[config.mk]
export PLATFORM = sky130hd
export DESIGN_NAME = stream_arbiter_mux
export DESIGN_NICKNAME = d
export VERILOG_FILES = /design/src/rtl/stream_arbiter_mux_pkg.sv /design/src/rtl/rr_arbiter.sv /design/src/rtl/stream_arbiter_mux.sv
export SDC_FILE = /design/constraint.sdc
export NUM_CORES = 1
export LEC_CHECK = 0
export ABC_CLOCK_PERIOD_IN_PS = 3300
export CAP_MARGIN = 20
export CORE_MARGIN = 2
export CORE_UTILIZATION = 30
export CTS_CLUSTER_DIAMETER = 150
export DETAILED_ROUTE_END_ITERATION = 10
export PLACE_DENSITY_LB_ADDON = 0.2
export SETUP_SLACK_MARGIN = 0.15
export SYNTH_ARGS = -nofsm -noshare
export SYNTH_HDL_FRONTEND = slang
export SYNTH_SLANG_ARGS = --single-unit
export TNS_END_PERCENT = 1
[constraint.sdc]
create_clock -name clock -period 3.3 [get_ports clock]
set_input_delay 0.99 -clock clock [delete_from_list [all_inputs] [get_ports clock]]
set_output_delay 0.99 -clock clock [all_outputs]
set_load 0.02 [all_outputs]
[src/rtl/stream_arbiter_mux_pkg.sv]
// Shared types and sizing helpers for the stream arbiter mux and its grant logic.
// Holds no logic, so it adds no latency and has no backpressure behaviour of its own.
package stream_arbiter_mux_pkg;

    typedef enum logic {
        IDLE   = 1'b0,
        LOCKED = 1'b1
    } arb_state_t;

    localparam int MAX_CHANNELS = 16;

    // Wide enough to index any legal channel count; the round-robin search uses one extra bit for pointer+offset.
    localparam int CHANNEL_INDEX_WIDTH = $clog2(MAX_CHANNELS);

    function automatic int channel_index_width(input int channels);
        return (channels > 1) ? $clog2(channels) : 1;
    endfunction

endpackage

[src/rtl/rr_arbiter.sv]
// Combinational grant: fixed-priority or round-robin search from pointer, overridden by a packet lock.
// Zero latency; a locked channel that drops valid gets no grant, so nobody else is granted either.
module rr_arbiter
    import stream_arbiter_mux_pkg::*;
#(
    parameter int CHANNELS    = 4,
    parameter int ROUND_ROBIN = 1,
    parameter int IW          = channel_index_width(CHANNELS)
) (
    input  logic [CHANNELS-1:0] valid,
    input  logic [IW-1:0]       pointer,
    input  logic                locked,
    input  logic [IW-1:0]       lock_ch,
    output logic [CHANNELS-1:0] grant,
    output logic [IW-1:0]       grant_idx
);

    localparam int CW = CHANNEL_INDEX_WIDTH + 1;

    logic [CW-1:0] cand;
    logic          found;

    always_comb begin
        grant     = '0;
        grant_idx = '0;
        cand      = '0;
        found     = 1'b0;
        if (locked) begin
            grant_idx      = lock_ch;
            grant[lock_ch] = valid[lock_ch];
        end else begin
            // Fixed priority is the round-robin search with the pointer pinned at 0.
            for (int k = 0; k < CHANNELS; k++) begin
                cand = (ROUND_ROBIN != 0) ? CW'(pointer) + CW'(k) : CW'(k);
                if (cand >= CW'(CHANNELS)) begin
                    cand = cand - CW'(CHANNELS);
                end
                if (!found && valid[IW'(cand)]) begin
                    found     = 1'b1;
                    grant_idx = IW'(cand);
                end
            end
            grant[grant_idx] = found;
        end
    end

endmodule

[src/rtl/stream_arbiter_mux.sv]
// N:1 stream mux with round-robin/fixed arbitration and optional packet lock into a single output register.
// Latency 1 cycle; in_ready only asserts when the output register is empty or draining this cycle.
module stream_arbiter_mux
    import stream_arbiter_mux_pkg::*;
#(
    parameter int WIDTH       = 32,
    parameter int CHANNELS    = 4,
    parameter int ROUND_ROBIN = 1,
    parameter int PACKET_LOCK = 1
) (
    input  logic                        clock,
    input  logic                        reset,
    input  logic [CHANNELS*WIDTH-1:0]   in_data,
    input  logic [CHANNELS-1:0]         in_valid,
    input  logic [CHANNELS-1:0]         in_last,
    output logic [CHANNELS-1:0]         in_ready,
    output logic [WIDTH-1:0]            out_data,
    output logic                        out_valid,
    output logic                        out_last,
    output logic [$clog2(CHANNELS)-1:0] out_channel,
    input  logic                        out_ready
);

    localparam int IW = $clog2(CHANNELS);

    arb_state_t             state_q, state_d;
    logic [IW-1:0]          pointer_q, pointer_d;
    logic [IW-1:0]          lock_ch_q, lock_ch_d;
    logic [CHANNELS-1:0]    grant;
    logic [IW-1:0]          grant_idx;
    logic                   load_en;
    logic                   xfer;
    logic                   sel_last;
    logic [WIDTH-1:0]       sel_data;

    rr_arbiter #(
        .CHANNELS    (CHANNELS),
        .ROUND_ROBIN (ROUND_ROBIN),
        .IW          (IW)
    ) u_rr_arbiter (
        .valid     (in_valid),
        .pointer   (pointer_q),
        .locked    (state_q == LOCKED),
        .lock_ch   (lock_ch_q),
        .grant     (grant),
        .grant_idx (grant_idx)
    );

    assign load_en  = !out_valid || out_ready;
    assign in_ready = reset ? (grant & {CHANNELS{load_en}}) : '0;
    // Grant is already qualified by valid, so any ready bit is a transfer.
    assign xfer     = |in_ready;
    assign sel_last = in_last[grant_idx];
    assign sel_data = in_data[(CHANNELS - 1 - int'(grant_idx)) * WIDTH +: WIDTH];

    always_comb begin
        state_d   = state_q;
        lock_ch_d = lock_ch_q;
        pointer_d = pointer_q;
        case (state_q)
            IDLE: begin
                if (xfer && (PACKET_LOCK != 0) && !sel_last) begin
                    state_d   = LOCKED;
                    lock_ch_d = grant_idx;
                end
            end
            LOCKED: begin
                if (xfer && sel_last) begin
                    state_d = IDLE;
                end
            end
            default: state_d = IDLE;
        endcase
        if (xfer && ((PACKET_LOCK == 0) || sel_last)) begin
            pointer_d = (grant_idx == IW'(CHANNELS - 1)) ? '0 : grant_idx + 1'b1;
        end
    end

    always_ff @(posedge clock) begin
        if (!reset) begin
            state_q     <= IDLE;
            pointer_q   <= '0;
            lock_ch_q   <= '0;
            out_valid   <= 1'b0;
            out_data    <= '0;
            out_last    <= 1'b0;
            out_channel <= '0;
        end else begin
            state_q   <= state_d;
            pointer_q <= pointer_d;
            lock_ch_q <= lock_ch_d;
            if (load_en) begin
                out_valid <= xfer;
                if (xfer) begin
                    out_data    <= sel_data;
                    out_last    <= sel_last;
                    out_channel <= grant_idx;
                end
            end
        end
    end

endmodule
Yosys cells after proc, flatten, opt, wreduce, memory -nomap -nowiden. Cells that the tools add are included.

Register bits after elaboration: 41. Bits of input ports: 139. Word-level logic and storage cells: 95.

$add $sub $neg: 9. Shifts and indexed selects: 1. Equality and inequality tests: 1. Multiplexer cells: 44. Reduce and logical (&&, ||, !) cells: 16. Bitwise gates (word level): 4. Order comparisons: 13.

Operator list (count): indexed part select 128 x 8 -> 32 bit (1); two-way mux 2 bit (15); < comparator 2 x 3 -> 1 bit, second input constant (7); two-way mux 1 bit (18); bitwise AND 4 bit (3); binary-select mux 1 bit (select 2 bit) (6); >= comparator 3 bit, second input constant (3); two-way mux 4 bit (2); subtractor 2 x 1 -> 2 bit, second input constant (4); logical AND 1 bit (7); adder 2 x 2 -> 3 bit, second input constant (2); logical NOT 1 bit (5); demux 1 bit (select 2 bit) (2); >= comparator 2 x 1 -> 1 bit, second input constant (2); AND reduction 2 bit (2); OR reduction 4 bit (1); adder 2 x 1 -> 3 bit, second input constant (1); >= comparator 2 x 3 -> 1 bit, second input constant (1); subtractor 2 x 2 -> 3 bit, first input constant (1); adder 2 x 1 -> 2 bit, second input constant (1); == test 2 bit, second input constant (1); one-hot mux 1 bit (2 select lines) (1); logical OR 1 bit (1); inverter 1 bit (1).

Depth between registers and ports, before layout. Gate-level depths: netlist of the first run.

Word-level depth: 31. Depth in mapped cells: 10. Depth with buffers taken out: 7.

Hierarchy. A second synthesis of the first run with hierarchy kept.

Cell total of the unflattened synthesis: 257. Area, all modules: 2617.5 um^2.

Modules (own cells, without submodules): stream_arbiter_mux (seq. area each 820.8 um^2, instances 1, area an instance 2423.6 um^2, cells each 227); rr_arbiter (seq. area each 0.0 um^2, instances 1, area an instance 193.9 um^2, cells each 30).

Worst setup path after synthesis of the first run. No wires, ideal clock.

Path kind: input-to-output. Start: input port in_valid[2]. End: output port in_ready[0]. Stages on the path: 4. Buffers on the path: 0. Arrival: 2.204 ns. Data required time: 2.310 ns. Path slack: 0.106 ns. Path through: nor2b_1 > a221o_1 > o21a_1 > o22ai_1.

Word-level cells in the longest chain between the ends: 24.

Ends and longest elaborated chain: start: declaration (line stream_arbiter_mux.sv:14) `input logic [CHANNELS-1:0] in_valid,`; binary-select mux 1 bit (select 2 bit) (line rr_arbiter.sv:38) `if (!found && valid[IW'(cand)]) begin`; two-way mux 1 bit (implied by the code) (line rr_arbiter.sv:38); two-way mux 1 bit (line rr_arbiter.sv:38); two-way mux 1 bit (line rr_arbiter.sv:28) `if (locked) begin`; logical NOT 1 bit (line rr_arbiter.sv:38); logical AND 1 bit (line rr_arbiter.sv:38); two-way mux 1 bit (line rr_arbiter.sv:38); two-way mux 1 bit (line rr_arbiter.sv:28); [8 not listed]; < comparator 2 x 3 -> 1 bit (implied by the code) or >= comparator 2 x 1 -> 1 bit (tied branches) (line rr_arbiter.sv:43) `grant[grant_idx] = found;`; logical AND 1 bit (implied by the code) (line rr_arbiter.sv:43); two-way mux 1 bit (implied by the code) (line rr_arbiter.sv:43); demux 1 bit (select 2 bit); bitwise AND 4 bit (no line); two-way mux 4 bit * (line rr_arbiter.sv:28); bitwise AND 4 bit * (line stream_arbiter_mux.sv:50) `assign in_ready = reset ? (grant & {CHANNELS{load_en}}) : '0;`; two-way mux 4 bit * (line stream_arbiter_mux.sv:50); end: declaration (line stream_arbiter_mux.sv:16) `output logic [CHANNELS-1:0] in_ready,`.

Mark *: on every way between the ends. The rest lies on a longest branch, timed or not. The select of a mux whose other input is x is not followed.

Final worst setup path of the first run.
Start: input port in_valid[2]. End: output port in_ready[1].

Same word-level chain as after synthesis.

==> results of run 1 <==
routing by layer:
layer	up-vias	share of wire	wire length, µm	GRT usage
li1	1697	-	-	-
met4	0	0.018	180	0.06112
met3	13	0.062	612	0.04216
met5	-	0	0	0
met1	1552	0.39	3882	0.2052
met2	104	0.53	5206	0.3695
cell families after synthesis:
| family | after synthesis | share of synthesized area |
|---|---|---|
| buffers and inverters | 37 | 0.05763 |
| DFF | 41 | 0.3024 |
| and+or+nand+nor | 157 | 0.2693 |
| adders and majority gates | 1 | 0.004610 |
| muxes | 7 | 0.02766 |
| AOI/OAI and AO/OA | 118 | 0.3384 |
layout by cell type, fill, tap and decap left out, types with 2 or more instances in the layout:
cell / n
a211oi_1: 32
a21oi_1: 37
a311o_1: 32
buf_12: 7
buf_4: 32
buf_6: 6
clkbuf_8: 5
clkdlybuf4s50_1: 168
clkinv_2: 2
dfxtp_1: 41
dlygate4sd2_1: 2
inv_1: 4
mux2i_1: 5
nand2_1: 105
nand2b_1: 2
nand3_1: 2
nor2_1: 3
nor2b_1: 32
o21ai_4: 2
o22ai_2: 2
or4_1: 2
registers in the layout, summed over array words and instances (netlist names), named ones only:
| signal | count |
|---|---|
| out_data | 32 |
| lock_ch_q | 2 |
| out_channel | 2 |
| pointer_q | 2 |
| out_last | 1 |
| out_valid | 1 |
cell type report:
type | instances | area (µm²)
sequential | 41 | 820.8
inverter | 5 | 18.77
clock inverter | 2 | 10.01
fill | 830 | 3724
tap | 108 | 135.1
timing repair buffer | 218 | 2167
clock buffer | 6 | 72.57
multi-input combinational | 283 | 1815
per-stage QoR:
| step | TNS, ns | power (mW) | instance area, µm² | setup WS [ns] | hold slack [ns] |
|---|---|---|---|---|---|
| final | 0 | 4.553 | 5040 | 0.1132 | 0.4512 |
| after detailed placement | -8.374 | 4.205 | 4853 | -0.7051 | 0.4421 |
| after floorplan | 0 | 2.845 | 2720 | 0.2333 | 0.4727 |
| after CTS | 0 | 4.604 | 5022 | 0.1617 | 0.4534 |
| after global placement | -7.459 | 4.156 | 4853 | -0.6697 | 0.4380 |
| after global routing | 0 | 4.919 | 5040 | 0.08446 | 0.4679 |
worst max-delay path by stage:
stage                start  cells past startpoint           to  slack [ns]
3_5_place_dp   in_valid[0]                      6  in_ready[3]       -0.71
5_1_grt        in_valid[2]                      6  in_ready[1]        0.08
2_1_floorplan  in_valid[2]                      4  in_ready[1]        0.23
6_report       in_valid[2]                      6  in_ready[1]        0.11
4_1_cts        in_valid[1]                      7  in_ready[3]        0.16
3_3_place_gp   in_valid[2]                      6  in_ready[1]       -0.67
report_power, final:
group / total (mW) / internal (mW) / switching, mW / leakage (nW)
registers: 0.906 / 0.742 / 0.163 / 0.337
clock network: 0.318 / 0.147 / 0.171 / 0.0450
logic: 3.33 / 1.59 / 1.74 / 1.50
total: 4.55 / 2.48 / 2.07 / 1.88
worst max-delay path, delay by kind of cell:
kind                   cells  cell delay [ns]
AOI/OAI and AO/OA          3             0.84
buffers and inverters      2             0.25
and+or+nand+nor            1             0.11
timing repair:
item                                    in CTS  in global routing
gates resized for setup                     47                  4
hold buffers                                 0                  0
setup buffers                                5                  1
pin swaps                                    8                  3
endpoints found under the setup margin      12                  4
==> impl_metrics.toml, run 1 <==
[setup_path]
reg2reg_slack_ns = 0.43
critPathSlowestCell = "a221o_1"
max_stage_delay_ns = 0.36
critPathArrivalTime_ns = 2.20
crit_type = "in2out"
critPathCaptureType = "output pin"
rr_worst_depth = 11
timing.rr.end = "pointer_q[0]"
start_kind = "primary input"
worstPathCellList = "buf_6 -> nor2b_4 -> a221o_1 -> o21a_1 -> o32ai_4 -> buf_6"
cpMostUsedCell = "buf_6"
cp_max_fo = 3
required_ns = 2.31
rr_startpoint = "pointer_q[1]"

[synthesis]
ys_ff_latch = 41
synthTopCellsByArea = "dfxtp_1 30%, nand2_1 15%, a311o_1 12%"
yosysTopAreaCell = "dfxtp_1"
syn-cell-area_um2 = 2714
post_synth_num_cell_types = 38
synthArstFlopShare = 0
ys_top_cells_by_count = "105 x nand2_1, 41 x dfxtp_1, 38 x a21oi_1, 33 x nor2b_1"
synth_edf_count = 0
yosysMostFrequentCell = "nand2_1"
ys_seq_area_frac = 0.3024
yosysWarnings = 0
avgSynthCellArea_um2 = 7.518
yosysTopAreaCellShare = 0.3024
synth_cells = 361
synth_ff_type = "dfxtp_1"
synth_nets = 501

[clock_tree]
cts_num_sinks = 41
clk-insertion-delay-late_ns = 0.29
htreeDepth = 2
clkSlewWorstSetupHoldPaths_ns = 0.08
cts_buffers = 5
cts_root_buffer = "clkbuf_8"
cts_buffer_depth = 2
cts_tree = "done"

[final_layout]
synthToLayoutAreaGrowth_pct = 85.71
diodes = 0
fin_cells = 663
drive_gt1_frac = 0.1315
final_util = 0.5751
nets = 694

[timing]
clock_skew_ns = 0.002608
drv_slew = 0
min_period_over_period = 0.9657
worst_pin_slew_ns = 0.4295
finalSetupViolCount = 0
rsz0062_at_grt = "true"
slew_headroom = 0.7133
fmax_ghz = 0.3138
post-route-min-period_ns = 3.187
timing.final.hold_violations = 0

[min_path]
hp-class = "reg2reg"
min_path_cells = 2
min_to = "out_data[8]"
hold_start = "out_data[8]"

[placed_design]
dp.cells = 649
io_buffers = 178
hpwl_mm = 7.448
gp_congestion = 0.8238

[route]
vias = 3366
vias_per_cell = 5.077
routed_wirelength_mm = 9.882
dr.pass1.iters = 4
detail_route.wl_per_cell_um = 14.90
antenna_left = 0
drc = 0
dr.first_iter.drc_count = 101

[status]
outcome = "complete, no violations"

[global_routing]
grt_start_max_net_pins = 41
grt_pass1_wl_mm = 15.45
antenna_found_initial = 0
first_global_vias = 3296
gr-total-overflow = 0
grt_use_total = 0.1916

[floorplan]
fp-row-count = 34
fp.dieW_um = 99.11
pin_count = 179
core_area_um2 = 8763
die-area_um2 = 9823
initial_utilization = 0.3097
die_h_um = 99.11

[job]
maxCapViolCount = 0

[pwr]
cellPowerDensity_nw_per_um2 = 903.4
leakagePower_nw = 1.884
ir_drop_mv = 0.4062
(Power assumes the default switching activity.)
==> inputs of run 2 (changes only) <==
- CORE_ASPECT_RATIO: unset -> 0.9
==> impl_metrics.toml, run 2 (synthesis gave the netlist of run 1 again) <==
[status]
outcome = "complete, no violations"

[pwr]
leakagePower_nw = 1.871
ir_drop_mv = 0.4348
cellPowerDensity_nw_per_um2 = 901.7
total_power_mw = 4.524

[timing]
fin_tns_setup_ns = 0
fmax_ghz = 0.3186
post-route-min-period_ns = 3.139
worst_pin_slew_ns = 0.4302
clock_skew_ns = 0.01218
finalSetupViolCount = 0
slew_headroom = 0.7128
min_period_over_period = 0.9512
rsz0062_at_grt = "true"
drv_slew = 0
timing.final.hold_violations = 0

[setup_path]
crit_type = "in2out"
crit_buf_inv = 2
start_kind = "primary input"
rr_startpoint = "pointer_q[1]"
cp_num_cells = 6
critPathArrivalTime_ns = 2.15
crit_family = "compound AO/OA/AOI/OAI gates"
startpoint = "in_valid[2]"
max_stage_delay_ns = 0.33
cp_max_fo = 3
critPathSlowestCell = "a221o_1"
critPathCaptureType = "output pin"
rr_worst_depth = 10
worstPathCellList = "buf_6 -> nor2b_1 -> a221o_1 -> o21a_1 -> o32ai_4 -> buf_6"
required_ns = 2.31
cpMostUsedCell = "buf_6"

[floorplan]
die-area_um2 = 9824
pin_count = 179
fp-row-count = 32
initial_utilization = 0.3124
fp.dieW_um = 104.3
die_h_um = 94.23
core_area_um2 = 8688

[placed_design]
placed_cell_area_um2 = 4845
gp_congestion = 0.8321
io_buffers = 178
hpwl_mm = 7.356

[clock_tree]
cts_tree = "done"
cts_buffer_depth = 2
cts_root_buffer = "clkbuf_8"
clkSlewWorstSetupHoldPaths_ns = 0.07
clk-insertion-delay-late_ns = 0.29
cts_buffers = 5
cts_num_sinks = 41
htreeDepth = 2

[final_layout]
largest_register_ffs = 32
final_cell_area_um2 = 5017
final_common_cell = "clkdlybuf4s50_1"
nets = 693
regMostFlops = "out_data"
drive_gt1_frac = 0.1282
diodes = 0
synthToLayoutAreaGrowth_pct = 84.88
final_cell_mix = "168 x clkdlybuf4s50_1, 105 x nand2_1, 41 x dfxtp_1, 37 x a21oi_1, 35 x buf_4"

[route]
routed_wirelength_mm = 9.788
dr.first_iter.drc_count = 106
vias = 3360
drc = 0
antenna_left = 0
vias_per_cell = 4.993
detail_route.wl_per_cell_um = 14.54
dr.pass1.iters = 4

[min_path]
hp-class = "reg2reg"
hold_start = "out_data[7]"
min_path_cells = 2

[global_routing]
grt_use_total = 0.1924
first_global_vias = 3224
antenna_found_initial = 0
grt_start_max_net_pins = 49
grt_pass1_wl_mm = 15.65
gr-total-overflow = 0

[job]
maxCapViolCount = 0
-- run 2: cell types whose count changed in the layout (fill, tap and decap cells not counted), moves of 2 or more --
| cell | previous run | this run |
|---|---|---|
| buf_6 | 6 | 4 |
| buf_4 | 32 | 35 |
| buf_12 | 7 | 4 |
| clkbuf_8 | 5 | 7 |
-- run 2: path summary, 6_finish.rpt --
check / to / slack [ns]
setup reg to reg: lock_ch_q[0] / 0.61
setup / recovery: in_ready[1] / 0.16
hold reg to reg: out_data[7] / 0.45
hold / removal: out_data[7] / 0.45
-- run 2: worst register-to-register path, stage by stage, from the launching register on --
cell and delay, ns:
dfxtp_1 0.58, nand2_2 0.10, a221o_1 0.33, buf_4 0.15
o21ai_4 0.07, o32ai_2 0.13, buf_4 0.15, buf_4 0.14
or4_1 0.59, nand3_1 0.20, mux2i_1 0.19
-- run 2: layout make-up --
| class | count | area (µm²) |
|---|---|---|
| repair buffers | 217 | 2111 |
| multi-input cells | 283 | 1817 |
| clock inverters | 1 | 5.005 |
| clock buffers | 7 | 96.34 |
| inverters | 5 | 18.77 |
| fillers | 828 | 3671 |
| well taps | 119 | 148.9 |
| flip-flops and latches | 41 | 820.8 |
-- run 2: timing repair --
item	4_1_cts	5_1_grt
endpoints found under the setup margin	28	4
setup buffers	2	1
pin swaps	9	5
hold buffers	0	0
gates resized for setup	41	6
-- run 2: metrics by stage --
stage          instances    util  hold slack [ns]  setup slack (ns)
6_report             673  0.5775           0.4511            0.1610
5_1_grt              673  0.5775           0.4698            0.1190
3_3_place_gp         662  0.5576           0.4369           -0.6684
2_1_floorplan        361       -           0.4727            0.2333
3_5_place_dp         662  0.5576           0.4423           -0.6946
4_1_cts              672  0.5778           0.4532            0.1232
-- run 2: per-layer routing --
metal	track usage	vias to the layer above	wire (µm)
met2	0.3350	121	4820
li1	-	1688	-
met1	0.2322	1536	4147
met5	0	-	0
met3	0.05548	15	668
met4	0.05405	0	151
-- run 2: report_power, final --
| part | internal (mW) | switching [mW] | leakage [nW] |
|---|---|---|---|
| logic | 1.54 | 1.71 | 1.48 |
| clock network | 0.189 | 0.177 | 0.0542 |
| registers | 0.743 | 0.164 | 0.337 |
| total | 2.47 | 2.06 | 1.87 |
==> inputs of run 3 (changes only) <==
--- a/constraint.sdc
+++ b/constraint.sdc
@@ -3,2 +3,2 @@
 set_output_delay 0.99 -clock clock [all_outputs]
-set_load 0.02 [all_outputs]
+set_load 0.01 [all_outputs]
==> impl_metrics.toml, run 3 (synthesis gave the netlist of run 1 again) <==
[status]
outcome = "complete, no violations"

[global_routing]
gr-total-overflow = 0
first_global_vias = 3103
grt_start_max_net_pins = 54
grt_pass1_wl_mm = 14.95
grt_use_total = 0.1860
antenna_found_initial = 0

[route]
vias = 3347
dr.pass1.iters = 4
antenna_left = 0
detail_route.wl_per_cell_um = 14.20
dr.first_iter.drc_count = 147
routed_wirelength_mm = 9.556
drc = 0
vias_per_cell = 4.973

[clock_tree]
clk-insertion-delay-late_ns = 0.29
cts_tree = "done"
clkSlewWorstSetupHoldPaths_ns = 0.08
cts_buffers = 5
cts_buffer_depth = 2
htreeDepth = 2
ctsHoldBuffers = 0
cts_root_buffer = "clkbuf_8"
cts_num_sinks = 41

[setup_path]
critPathArrivalTime_ns = 2.14
reg2reg_slack_ns = 0.69
crit_type = "in2out"
rr_startpoint = "pointer_q[1]"
start_kind = "primary input"
cp_max_fo = 5
required_ns = 2.31
critPathCaptureType = "output pin"
rr_worst_depth = 10
timing.rr.end = "pointer_q[0]"

[pwr]
combinationalPowerShare = 0.721
netSwitchingPower_mw = 1.899
leakagePower_nw = 1.878
cellPowerDensity_nw_per_um2 = 876.1
swShare = 0.4294
pwr-share-seq = 0.206
p_int_mw = 2.523
clock_power_share = 0.073
total_power_mw = 4.422
ir_drop_mv = 0.3711

[final_layout]
multi_input_area_um2 = 1821
largest_register_ffs = 32
regMostFlops = "out_data"
final_cell_area_um2 = 5047
nets = 693
fin_cells = 673
synthToLayoutAreaGrowth_pct = 85.98
drive_gt1_frac = 0.1300
n_fill_cell = 811
final_util = 0.5809
diodes = 0
final_cell_mix = "168 x clkdlybuf4s50_1, 105 x nand2_1, 41 x dfxtp_1, 38 x a21oi_1"
final_common_cell = "clkdlybuf4s50_1"
regArea_um2 = 820.8

[min_path]
min_to = "out_data[9]"
hold_start = "out_data[9]"
hp-class = "reg2reg"
min_path_cells = 2

[timing]
min_period_over_period = 0.9472
clock_skew_ns = 0.006379
fin_tns_setup_ns = 0
setup_ws_ns = 0.1743
timing.final.hold_violations = 0
holdWs_ns = 0.4510
rsz0062_at_grt = "true"
drv_slew = 0
slew_headroom = 0.7084
finalSetupViolCount = 0
worst_pin_slew_ns = 0.4368
post-route-min-period_ns = 3.126
fmax_ghz = 0.3199

[placed_design]
hpwl_mm = 7.163
io_buffers = 178
dp_slack_ns = -0.7400
placed_cell_area_um2 = 4888
dp.cells = 662
gp_congestion = 0.8843

[floorplan]
die-area_um2 = 9824
pin_count = 179
initial_utilization = 0.3124
core_area_um2 = 8688
fp-row-count = 32
fp.dieW_um = 104.3
die_h_um = 94.23

[job]
maxCapViolCount = 0
run 3: cell count changes in the layout (fill, tap and decap cells not counted), moves of 2 or more:
cell	delta
buf_12	+4
buf_2	+2
buf_4	-4
buf_6	-2
clkbuf_8	-2
run 3: worst max-delay path by stage:
stage | slack [ns] | startpoint | endpoint
finish | 0.17 | in_valid[2] | in_ready[1]
global route | 0.11 | in_valid[2] | in_ready[1]
CTS | 0.16 | in_valid[0] | in_ready[1]
detailed placement | -0.74 | in_valid[2] | in_ready[3]
global placement | -0.67 | in_valid[2] | in_ready[1]
floorplan | 0.24 | in_valid[2] | in_ready[0]
run 3: power by group through the flow:
stage | logic (mW) | clock network, mW | registers (mW)
after global routing | 3.49 | 0.353 | 0.943
after CTS | 3.21 | 0.332 | 0.912
after global placement | 3.14 | 0 | 0.904
after floorplan | 1.69 | 0 | 0.981
after detailed placement | 3.17 | 0 | 0.913
final | 3.19 | 0.322 | 0.911
run 3: critical path, cell delays in order:
cell and delay, ns:
buf_6 0.11, nor2b_4 0.12, a221o_1 0.36, o21a_2 0.17, o32ai_4 0.21, buf_2 0.17
run 3: cell type report:
cell class                 instances  share of cell area
timing repair buffer             217              0.4271
multi-input combinational        283              0.3607
sequential                        41              0.1626
tap                              119             0.02950
clock buffer                       6             0.01438
inverter                           5            0.003718
clock inverter                     2            0.001983
run 3: metal layers:
layer / wire, µm / vias up / GRT usage
li1: - / 1689 / -
met1: 4041 / 1532 / 0.2158
met2: 4616 / 117 / 0.3311
met3: 803 / 9 / 0.06935
met4: 95 / 0 / 0.03491
met5: 0 / - / 0
run 3: timing repair:
item	CTS	global route
pin swaps	5	1
resized for setup	45	2
setup buffers	3	0
endpoints found under the setup margin	43	2
gates cloned	0	0
